`src/rtl/shift_sum_pkg.sv`:
```
// Shared constants for the shift/sum pipeline.
//   - Default geometry (WIDTH, DEPTH, CNT_W).
//   - sum_w(): window-sum width that cannot overflow for DEPTH full-scale samples.
//   - Per-edge operation codes, listed in priority order (clear beats accept beats hold).
package shift_sum_pkg;

    localparam int DEF_WIDTH = 8;
    localparam int DEF_DEPTH = 4;
    localparam int DEF_CNT_W = 4;

    localparam logic [1:0] OP_HOLD   = 2'd0;
    localparam logic [1:0] OP_ACCEPT = 2'd1;
    localparam logic [1:0] OP_CLEAR  = 2'd2;

    // DEPTH is a power of two, so DEPTH*(2^WIDTH-1) fits in WIDTH+log2(DEPTH) bits.
    function automatic int sum_w(input int width, input int depth);
        return width + $clog2(depth);
    endfunction

endpackage

```
`src/rtl/shift_stage_chain.sv`:
```
// WIDTH x DEPTH register chain.
//   clk, rst (sync, active-low) ; shift_en moves d into stage 0 and every stage
//   one place older ; clear zeroes all stages (below reset, above shift_en).
//   stages[0] is the newest sample, stages[DEPTH-1] the oldest.
module shift_stage_chain #(
    parameter int WIDTH = 8,
    parameter int DEPTH = 4
) (
    input  logic                        clk,
    input  logic                        rst,
    input  logic                        shift_en,
    input  logic                        clear,
    input  logic [WIDTH-1:0]            d,
    output logic [DEPTH-1:0][WIDTH-1:0] stages
);

    always_ff @(posedge clk) begin
        if (!rst)          stages <= '0;
        else if (clear)    stages <= '0;
        else if (shift_en) stages <= {stages[DEPTH-2:0], d};
    end

endmodule

```
`src/rtl/shift_sum_pipe.sv`:
```
// DEPTH-stage shift pipeline with running window sum, fill indicator and
// wrapping sample counter.
//   clk, rst      : clock, synchronous active-low reset
//   in_valid, in  : sample strobe and data
//   clear         : flush stages/sum/fill (q keeps counting history)
//   R1, RN        : newest and oldest stage
//   out           : sum of all stages (SUM_W bits, never wraps)
//   full          : DEPTH samples accepted since reset/clear
//   q             : accepted-sample count modulo 2^CNT_W
//   avg           : out >> log2(DEPTH); present only when AVG_OUT_EN is defined
module shift_sum_pipe
    import shift_sum_pkg::*;
#(
    parameter  int WIDTH = DEF_WIDTH,
    parameter  int DEPTH = DEF_DEPTH,
    parameter  int CNT_W = DEF_CNT_W,
    localparam int SUM_W = sum_w(WIDTH, DEPTH)
) (
    input  logic             clk,
    input  logic             rst,
    input  logic             in_valid,
    input  logic [WIDTH-1:0] in,
    input  logic             clear,
    output logic [WIDTH-1:0] R1,
    output logic [WIDTH-1:0] RN,
    output logic [SUM_W-1:0] out,
    output logic             full,
    output logic [CNT_W-1:0] q
`ifdef AVG_OUT_EN
    ,
    output logic [WIDTH-1:0] avg
`endif
);

    localparam int FILL_W = $clog2(DEPTH + 1);
    localparam int LOG2D  = $clog2(DEPTH);
    localparam logic [FILL_W-1:0] FILL_MAX = FILL_W'(DEPTH);

    logic [1:0]                   op;
    logic [DEPTH-1:0][WIDTH-1:0]  stages;
    logic [FILL_W-1:0]            fill;
    logic [FILL_W-1:0]            fill_next;
    logic [SUM_W-1:0]             sum_next;

    always_comb begin
        op = OP_HOLD;
        if (clear)         op = OP_CLEAR;
        else if (in_valid) op = OP_ACCEPT;
    end

    shift_stage_chain #(
        .WIDTH (WIDTH),
        .DEPTH (DEPTH)
    ) u_chain (
        .clk      (clk),
        .rst      (rst),
        .shift_en (op == OP_ACCEPT),
        .clear    (op == OP_CLEAR),
        .d        (in),
        .stages   (stages)
    );

    assign R1 = stages[0];
    assign RN = stages[DEPTH-1];

    // Oldest sample leaves the window as the new one enters; the intermediate
    // never goes negative because out already contains the outgoing sample.
    assign sum_next  = out + SUM_W'(in) - SUM_W'(stages[DEPTH-1]);
    assign fill_next = (fill == FILL_MAX) ? fill : fill + FILL_W'(1);

    always_ff @(posedge clk) begin
        if (!rst) begin
            out  <= '0;
            fill <= '0;
            full <= 1'b0;
            q    <= '0;
        end else begin
            case (op)
                OP_CLEAR: begin
                    out  <= '0;
                    fill <= '0;
                    full <= 1'b0;
                end
                OP_ACCEPT: begin
                    out  <= sum_next;
                    fill <= fill_next;
                    full <= (fill_next == FILL_MAX);
                    q    <= q + CNT_W'(1);
                end
                default: ;
            endcase
        end
    end

`ifdef AVG_OUT_EN
    // Registered alongside out so both describe the same window.
    always_ff @(posedge clk) begin
        if (!rst)                  avg <= '0;
        else if (op == OP_CLEAR)   avg <= '0;
        else if (op == OP_ACCEPT)  avg <= sum_next[SUM_W-1:LOG2D];
    end
`endif

endmodule

```
`config.mk`:
```
export PLATFORM = sky130hd
export DESIGN_NAME = shift_sum_pipe
export DESIGN_NICKNAME = d
export VERILOG_FILES = /design/src/rtl/shift_sum_pkg.sv /design/src/rtl/shift_stage_chain.sv /design/src/rtl/shift_sum_pipe.sv
export SDC_FILE = /design/constraint.sdc
export NUM_CORES = 1
export LEC_CHECK = 0
export BUFFER_PORTS_ARGS = -buffer_cell sky130_fd_sc_hd__buf_2
export CELL_PAD_IN_SITES_DETAIL_PLACEMENT = 0
export CELL_PAD_IN_SITES_GLOBAL_PLACEMENT = 1
export CORE_MARGIN = 1.5
export CORE_UTILIZATION = 30
export DETAILED_ROUTE_END_ITERATION = 8
export PLACE_DENSITY_LB_ADDON = 0.12
export SYNTH_ARGS = -nofsm -noshare
export SYNTH_HDL_FRONTEND = slang
export SYNTH_SLANG_ARGS = --single-unit
```
`constraint.sdc`:
```
create_clock -name clk -period 5.6 [get_ports clk]
set_input_delay 1.12 -clock clk [delete_from_list [all_inputs] [get_ports clk]]
set_output_delay 1.12 -clock clk [all_outputs]
set_load 0.05 [all_outputs]
```
-- Word-level counts from Yosys, hierarchy flattened
Cells that the tools add are included.
- flip-flop bits (word level): 50
- input bits: 12
- add/subtract/negate cells: 4
- reductions and logical operators: 2
- muxes and demuxes: 6
- bitwise logic cells: 1
- eq/ne operators: 4
- operators by type and width (cell ; number):
    case mux 10 bit (2 select lines) ; 1
    adder 10 x 8 -> 10 bit ; 1
    subtractor 10 x 8 -> 10 bit ; 1
    equality test 3 bit, second input constant ; 2
    case mux 3 bit (2 select lines) ; 1
    adder 4 x 1 -> 4 bit, second input constant ; 1
    adder 3 x 1 -> 3 bit, second input constant ; 1
    2-to-1 mux 3 bit ; 1
    equality test 2 x 1 -> 1 bit, second input constant ; 1
    equality test 2 bit, second input constant ; 1
    2-to-1 mux 2 bit ; 1
    case mux 1 bit (2 select lines) ; 1
    nonzero test 2 bit ; 1
    OR reduction 2 bit ; 1
    2-to-1 mux 1 bit ; 1
    NOT 1 bit ; 1

-- Logic depth before layout (Yosys ltp)
Gate-level depths: netlist of run 1.
- depth after elaboration: 4
- gate-level depth with buffers: 11
- mapped depth without buffers: 11

-- Modules after synthesis
Synthesis of run 1 repeated with hierarchy kept, for this count alone.
- cells, all modules: 274
- area total of the unflattened synthesis: 2608.8 sq um
- by module, submodules not included (module ; sequential area each (sq um) ; cells an instance ; area each (sq um) ; instances):
    shift_sum_pipe ; 360.3 ; 170 ; 1435.1 ; 1
    shift_stage_chain ; 640.6 ; 104 ; 1173.6 ; 1

-- Worst setup path before layout of run 1
No wires, ideal clock.
- kind: input to register
- start: input port in[1]
- end: register out[8]
- slack: 2.298 ns
- arrival time: 3.176 ns
- stages on the path: 10
- cell sequence: inv_1 > fa_1 > inv_1 > fa_1 > a21o_1 > a21oi_2 > nor2b_1 > o41ai_1 > mux2i_1 > o31ai_1
- cells in the longest elaborated chain, start to end: 3
- ends and longest elaborated chain (element ; RTL line ; RTL):
    from (decl) ; shift_sum_pipe.sv:22 ; input logic [WIDTH-1:0] in,
    adder 10 x 8 -> 10 bit ; shift_sum_pipe.sv:68 ; assign sum_next = out + SUM_W'(in) - SUM_W'(stages[DEPTH-1]);
    subtractor 10 x 8 -> 10 bit ; shift_sum_pipe.sv:68 ;
    case mux 10 bit (2 select lines) ; shift_sum_pipe.sv:78 ; case (op)
    to (signal assigned) ; shift_sum_pipe.sv:85 ; out <= sum_next;
    to (decl) ; shift_sum_pipe.sv:26 ; output logic [SUM_W-1:0] out,
No other way between the ends.
A chain may end at the register's enable or synchronous reset.

-- Worst setup path after layout of run 1
Same ends and word-level chain as after synthesis.

==> results.txt, run 1 <==
The run finished with clean final reports. CTS built an H-tree with a depth of 2. At the pin with the least slew margin, the transition time is 1010 ps. Counting flops with an async set or reset pin after synthesis yields a share of 0%.

The post-place setup slack is 2010 ps. The slowest stage of the critical path belongs to the cell fa_1. After floorplanning, the core was divided into 34 placement rows. For this design the total switching power over the nets is 0.239 mW.

Area of the die: 9400 um^2. Once placement completed, the tool counted placed cells totaling 412. Of all nets on the critical path, the largest fanout is 2. The initial DRC count was 49. The run gives 8640 um^2 as the placeable core area.

The first global-routing pass estimated 8.61 mm of wire. Setup violations remaining at the end of the flow were counted as 0. The routed via count divided by cell count was 4.45. In this run the remaining antenna-violating nets after routing total 0. The number of sinks handled by clock tree synthesis is 50, and the post-layout minimum cycle time is 3270 ps. The repair_antennas step left the layout with diodes totalling 0.

Family with the most delay on the worst path: adder cells. The sort of element at the end of the critical path was a flop. For this run, the top clock speed supported by timing is 305 MHz. In this run the power density over the cells is 271 nW/um^2. The startpoint identified for the worst register-to-register timing path is out[1]$_SDFFE_PN0P_. Walking the worst path, the cells encountered are buf_2 -> inv_1 -> fa_1 -> inv_1 -> fa_1 -> a21o_1 -> a21oi_2 -> nor2b_1 -> o41ai_1 -> mux2i_1 -> o31ai_1. TritonCTS built the clock tree.

The tree is rooted in a clkbuf_8. The initial antenna violation count was 0. The clock passes through at most 2 buffers. The initial utilization of the core area, before any placement, comes to 30.7%. Averaged over all synthesized cells, the footprint is 9.23 um^2. The number of fill cells is 950, and the largest net degree at the start of global routing is 50. The number of warnings printed during yosys synthesis is 0, and the share of the clock period used by the worst path after layout is 58.5%. The die is 97.0 um tall. The worst path meets setup with 2330 ps of slack. The run gives 5.03 mm as the total wirelength of the detailed-routed design. The number of global-route vias before repair is 1864, and the clock tree skew after final layout is 10.9 ps. The insertion delay of the later-clocked pin in the worst-skew pair is 300 ps, and the headroom to the max-slew limit is 32.9%. The number of synthesized register bits came out at 50. The endpoint identified for the worst register-to-register timing path is out[8]$_SDFFE_PN0P_. Vias after detailed routing: 1870.

STA classifies the critical path startpoint as an input pin. Total power for the finished layout comes to 0.801 mW. After clock tree synthesis, the clock-pin slew on the worst setup and hold paths is 90 ps. The number of flops mapped to enable cells by yosys was 0. Number of hold-repair buffers added at the cts stage: 0.

The largest single stage delay on the critical path is 520 ps. Of the total power, the share spent switching nets is 29.9%. Cells with a size suffix above 1 make up 18.6% of the layout. Buffers placed on the I/O ports in this run total 42. In the layout the commonest cells are nor2_1 (50), dfxtp_1 (50), mux2i_1 (42), buf_2 (42), inv_1 (34). The cell count of the worst reg-to-reg path is 10, and the peak supply drop is 0.0949 mV.

The run gives 287 as the cell count after synthesis. Counting both buffers and inverters, the worst setup path holds a total of 3. Measured on the finished design, the core utilization comes to 34.2%. The worst setup path is of the input pin to flop kind.

From left edge to right edge, the die measures 97.0 um. The run gives 0.663 as the routability congestion estimate. Summed over all cells, the static leakage comes to 1.42 nW.

The number of stages on the worst setup path was 11; the number of non-filler instances in the completed layout was 420. The cell area after placement is 2840 um^2. The number of gates resized after CTS was 0. The most used flip-flop cell after synthesis is dfxtp_1.

The share of total power dissipated in the clock network is 30.6%. Detailed placement ended at an HPWL of 3.55 mm. For the number of maximum-capacitance violations, the log shows 0. The classification of the worst-slack hold path is flop to flop. Summed over all layers, the global routing overflow is 0. In this run, distinct cell masters in the synthesized netlist total 38.

The cell area after synthesis is 2650 um^2. The tools report the worst setup path endpoint as out[8]$_SDFFE_PN0P_. The cell-internal power was 0.561 mW; the count of final hold-check violations was 0. For the number of ports placed on the die boundary, the log shows 43. Sequential cells account for 46.6% of the total power. The clock buffer count from CTS was 5; the total routing usage reported by global routing was 11.2%. Setup repair after global routing left no endpoint under its margin.

The final-report max-slew violation count came out at 0. In the final routed layout, each cell accounts on average for 12.0 um. Worst setup path startpoint: in[1]. Of the synthesized area, sequential elements account for 37.8%. The logs give 3430 ps for the data arrival time at the worst-slack endpoint and 4 for the number of iterations in the first detailed-routing pass. The final setup TNS came out at 0 ps.

The DRC violation count after routing is 0. Hold timing on the final database bottoms out at a slack of 495 ps. The number of nets handed over by synthesis was 320.

For the worst setup path, the data required time is 5750 ps. The total non-filler cell area in the finished layout was 2950 um^2; the growth of design area from synthesis to finish was 11.4%. Power share of the combinational group: 22.8%. After the last flow step, the layout net total stands at 344. After clock tree synthesis, the setup repair step added 0 buffers. Setup slack on the worst reg-to-reg path comes out at 2910 ps.
[synth_stat cells, types with 2 or more instances]
cell | count | area (um^2)
a211oi_1 | 4 | 30.0
a21o_1 | 3 | 22.5
a21oi_1 | 4 | 20.0
a21oi_2 | 2 | 17.5
and2_1 | 3 | 18.8
and3_1 | 2 | 12.5
buf_1 | 4 | 15.0
buf_2 | 5 | 25.0
buf_4 | 16 | 120
dfxtp_1 | 50 | 1000
fa_1 | 8 | 160
ha_1 | 13 | 163
inv_1 | 34 | 128
mux2i_1 | 42 | 420
nand2_1 | 8 | 30.0
nor2_1 | 50 | 188
nor2b_1 | 4 | 25.0
nor3_1 | 5 | 25.0
o21ai_0 | 5 | 25.0
xnor2_1 | 7 | 61.3
[final cells by class]
cell class,instances,area [um^2],share of cell area (%)
sequential,50,1000,33.9
timing repair buffer,43,218,7.38
tap,108,135,4.58
multi-input combinational,176,1360,45.9
inverter,35,131,4.45
clock buffer,8,110,3.73
[worst min-delay path by stage]
stage | from | endpoint | cells past startpoint
floorplan | u_chain.stages[10]$_SDFFE_PP0P_ | u_chain.stages[10]$_SDFFE_PP0P_ | 2
CTS | full$_SDFFE_PN0P_ | full$_SDFFE_PN0P_ | 2
finish | full$_SDFFE_PN0P_ | full$_SDFFE_PN0P_ | 2
global route | u_chain.stages[12]$_SDFFE_PP0P_ | u_chain.stages[12]$_SDFFE_PP0P_ | 2
detailed placement | full$_SDFFE_PN0P_ | full$_SDFFE_PN0P_ | 2
global placement | full$_SDFFE_PN0P_ | full$_SDFFE_PN0P_ | 2
[kinds of logic (layout without fill, tap and decap cells)]
family	count (synthesis)	after routing	share of synthesized area (%)
XOR/XNOR	8	8	2.65
AO/OA/AOI/OAI	25	25	6.47
buffers and inverters	61	86	11.1
adder cells (fa/ha/maj)	21	21	12.2
multiplexers	43	43	16.3
flip-flops	50	50	37.8
AND/OR/NAND/NOR	79	79	13.5
[power by group through the flow]
stage          clock [mW]  sequential (mW)  combinational, mW
5_1_grt             0.274            0.375              0.204
6_report            0.245            0.373              0.183
4_1_cts             0.261            0.373              0.187
3_5_place_dp            0            0.382              0.185
3_3_place_gp            0            0.382              0.186
2_1_floorplan           0            0.402              0.128
[worst reg2reg max path: cells and delay by family (launching register included)]
family	cells	cell delay (ps)
adder cells (fa/ha/maj)	2	930
AND/OR/NAND/NOR	1	90
buffers and inverters	2	120
AO/OA/AOI/OAI	4	820
multiplexers	1	230
flip-flops	1	370
[state kept, by name (all words and copies together), names as in the netlist]
signal,cells
out,10
full,1
q,4
u_chain.stages,32
fill,3
[layer usage]
layer	part of all wire (%)	vias up	track usage, %
li1	-	963	-
met1	47	872	14.0
met2	48	30	18.8
met3	4.5	5	2.89
met4	1.2	0	3.68
met5	0	-	0
Note: power is estimated with default switching activity, not from simulation.
==> inputs of run 2 (changes only) <==
clock period = 3 ns   (was 5.6 ns; I/O delays follow)
==> run 2 against run 1 <==
Sequential share of layout area is 0.13 points lower. Non-clock buffer count is 6 higher. Power is 78% higher. Via count increased by 1.4%. Cell count increased by 1.2%. Critical path depth stayed put. Clock-buffer cell count is 1 lower. Die area unchanged. Routed wire length increased by 2.2%. Combinational power up 95%. Worst setup slack lost 2100 ps. Worst hold slack worse by 3.0 ps. Critical endpoint unchanged.
==> results.txt, run 2 (synthesized netlist as in run 1, its figures left out) <==
The flow ran to the end, and the final reports show no timing, DRC or antenna violations. Leaving out fill and tap cells, the most frequent cells in the layout are nor2_1 (50), dfxtp_1 (50), mux2i_1 (42), buf_2 (42), inv_1 (34). The growth of design area from synthesis to finish came out at 11.8%. The post-route antenna net violation count came out at 0 (unchanged).

The average detailed-routed wire length per instance came out at 12.1 um (+1.0%). The number of fill cells was 941 (-0.95%); the number of ports placed on the die boundary was 43 (unchanged). Share of the clock period used by the worst path after layout: 91.2%. Family with the most delay on the worst path: adder cells.

The met3 layer wire length in the routed design came out at 222 um (-2.6%). The vias after detailed routing is 1896 (+1.4%), and the final-report max-slew violation count is 0 (unchanged). Setup repair after global routing left no endpoint under its margin. The share of post-route cells with drive strength above 1 works out to 19.2% (+0.65 points). The final setup TNS is 0 ps (unchanged), and the post-CTS repair timing setup buffer count is 0 (unchanged). The tools report the detailed placement HPWL as 3.80 mm (+7.0%). The run gives 2 (unchanged) as the deepest level of the CTS H-tree. The largest net degree at the start of global routing is 24 (-52%). The overall die width works out to 97.0 um (unchanged). The number of iterations in the first detailed-routing pass came out at 4 (unchanged).

Derived from the worst setup path, the maximum achievable clock frequency is 365 MHz. Clock tree synthesis selected as its root buffer the cell clkbuf_8. The number of buffers added on ports came out at 42 (unchanged).

Routability congestion estimate: 0.717 (+8.2%). The tools report the insertion delay of the later-clocked pin in the worst-skew pair as 300 ps (about the same). The run gives 3180 ps (-2570 ps) as the data required time at the worst endpoint.

The total power per unit cell area was 482 nW/um^2 (+78%). The number of sinks handled by clock tree synthesis came out at 50 (unchanged). STA classifies the critical path endpoint as a flop. Among all stages on the critical path, the largest delay is contributed by fa_1.

The number of global-route vias before repair came out at 1754 (-5.9%). The maximum fanout count along the critical path was 2 (unchanged). STA classifies the critical path startpoint as an input pin. The logs give 5 (unchanged) for the clock buffer count from CTS and 8640 um^2 (unchanged) for the placeable core area. TritonCTS built the clock tree. Walking the worst path, the cells encountered are buf_2 -> inv_1 -> fa_1 -> inv_1 -> fa_1 -> a21o_1 -> a21oi_2 -> nor2b_1 -> o41ai_1 -> mux2i_1 -> o31ai_1. The logs give 9400 um^2 (unchanged) for the area of the die and 0 (unchanged) for the DRC violation count after routing.

Counting I/O delays and the setup requirement, the final critical path takes 2740 ps. The total routing usage reported by global routing was 11.1% (-0.075 points). The most flop-heavy register is u_chain.stages.

The logs give 0 (unchanged) for the number of hold-repair buffers added at the cts stage and 34 (unchanged) for the row count. The count of final hold-check violations was 0 (unchanged). The clock input transition at the sequential cells of the worst setup and hold paths is 80 ps (about the same), and the aggregate global routing overflow is 0 (unchanged).

The routed via count divided by cell count was 4.46 (+0.20%). Initial antenna violation count: 0 (unchanged). The effective utilization at floorplan was 30.7% (unchanged).

The detailed-route wire length on metal 1 was 2.47 mm (+5.8%); the total wirelength of the detailed-routed design was 5.14 mm (+2.2%). For the leakage power, the log shows 1.43 nW (+0.63%). The diode insertion count for antenna repair was 0 (unchanged). The peak per-stage delay on the critical path works out to 530 ps (about the same).

The logs give 0 (unchanged) for the number of maximum-capacitance violations and 2.36 mm (-1.5%) for the detailed route wirelength on metal2. The transition at the pin with the smallest max-transition slack is 474 ps (-533 ps), and the peak supply drop is 0.195 mV (+110%). Headroom to the max-slew limit: 68.4% (+36 points). For the clock tree skew after final layout, the log shows 6.86 ps (-4.09 ps).

The setup path with the least slack is of type input pin to flop. The worst hold slack was 492 ps (-2.97 ps); the count of final setup violators was 0 (unchanged). The tools report the final-stage net count as 350 (+1.7%). The classification of the worst-slack hold path was flop to flop. The data arrival time at the worst-slack endpoint is 2910 ps (-520 ps), and the maximum number of buffers from clock root to sink is 2 (unchanged). Initial DRC count: 51 (+4.1%).

The highest metal layer with signal wires was met4. The height of the chip works out to 97.0 um (unchanged). The largest registers in the layout are u_chain.stages (32), out (10), q (4). The total of cells resized after clock tree synthesis was 0 (unchanged); the first-pass GRT wire length was 8.48 mm (-1.5%). The utilization of the core after routing is 34.3% (+0.13 points), and the flip-flop count of the largest register after layout is 32 (unchanged). The number of buffer and inverter instances along the worst setup path was 3 (unchanged).
==> run 2: cell types whose count changed in the layout (fill, tap and decap cells not counted), sizes merged <==
| cell | previous run | this run |
|---|---|---|
| buf | 43 | 49 |
| clkbuf | 8 | 7 |
==> run 2: area by class of cell <==
cell class / count / area, um^2 / area share (%)
multi-input cells: 176 / 1360 / 45.8
flip-flops and latches: 50 / 1000 / 33.8
repair buffers: 49 / 263 / 8.87
well taps: 108 / 135 / 4.56
inverters: 35 / 131 / 4.44
clock buffers: 7 / 76.3 / 2.58
==> run 2: metrics by stage <==
stage	total power, mW	instance area, um^2	std cells	setup slack (ps)
final	1.43	2960	425	263
after global routing	1.51	2960	425	107
after CTS	1.46	2960	425	273
after detailed placement	1.07	2890	418	-35.7
after global placement	1.08	2890	418	14.3
after floorplan	0.991	2650	287	160
==> run 2: worst min-delay path: stages (launching register included) <==
cell and delay (ps):
dfxtp_1 330, a21oi_1 60, nor2_1 70
==> run 2: path summary, 6_finish.rpt <==
check,start,end,slack [ps],depth (start not counted)
hold reg to reg,full$_SDFFE_PN0P_,full$_SDFFE_PN0P_,490,2
setup / recovery,in[1],out[8]$_SDFFE_PN0P_,260,11
setup reg to reg,out[1]$_SDFFE_PN0P_,out[8]$_SDFFE_PN0P_,350,10
hold / removal,full$_SDFFE_PN0P_,full$_SDFFE_PN0P_,490,2
==> run 2: routing by layer <==
layer  GRT usage, %  up-vias
met3           2.89        6
met1           14.6      885
met2           17.7       31
li1               -      974
met4           4.01        0
met5              0        -
==> run 2: power by group <==
group          total (mW)  switching, mW  leakage (nW)  internal (mW)
clock               0.374          0.213        0.0383          0.161
combinational       0.356          0.213         0.987          0.143
sequential          0.697         0.0154         0.405          0.681
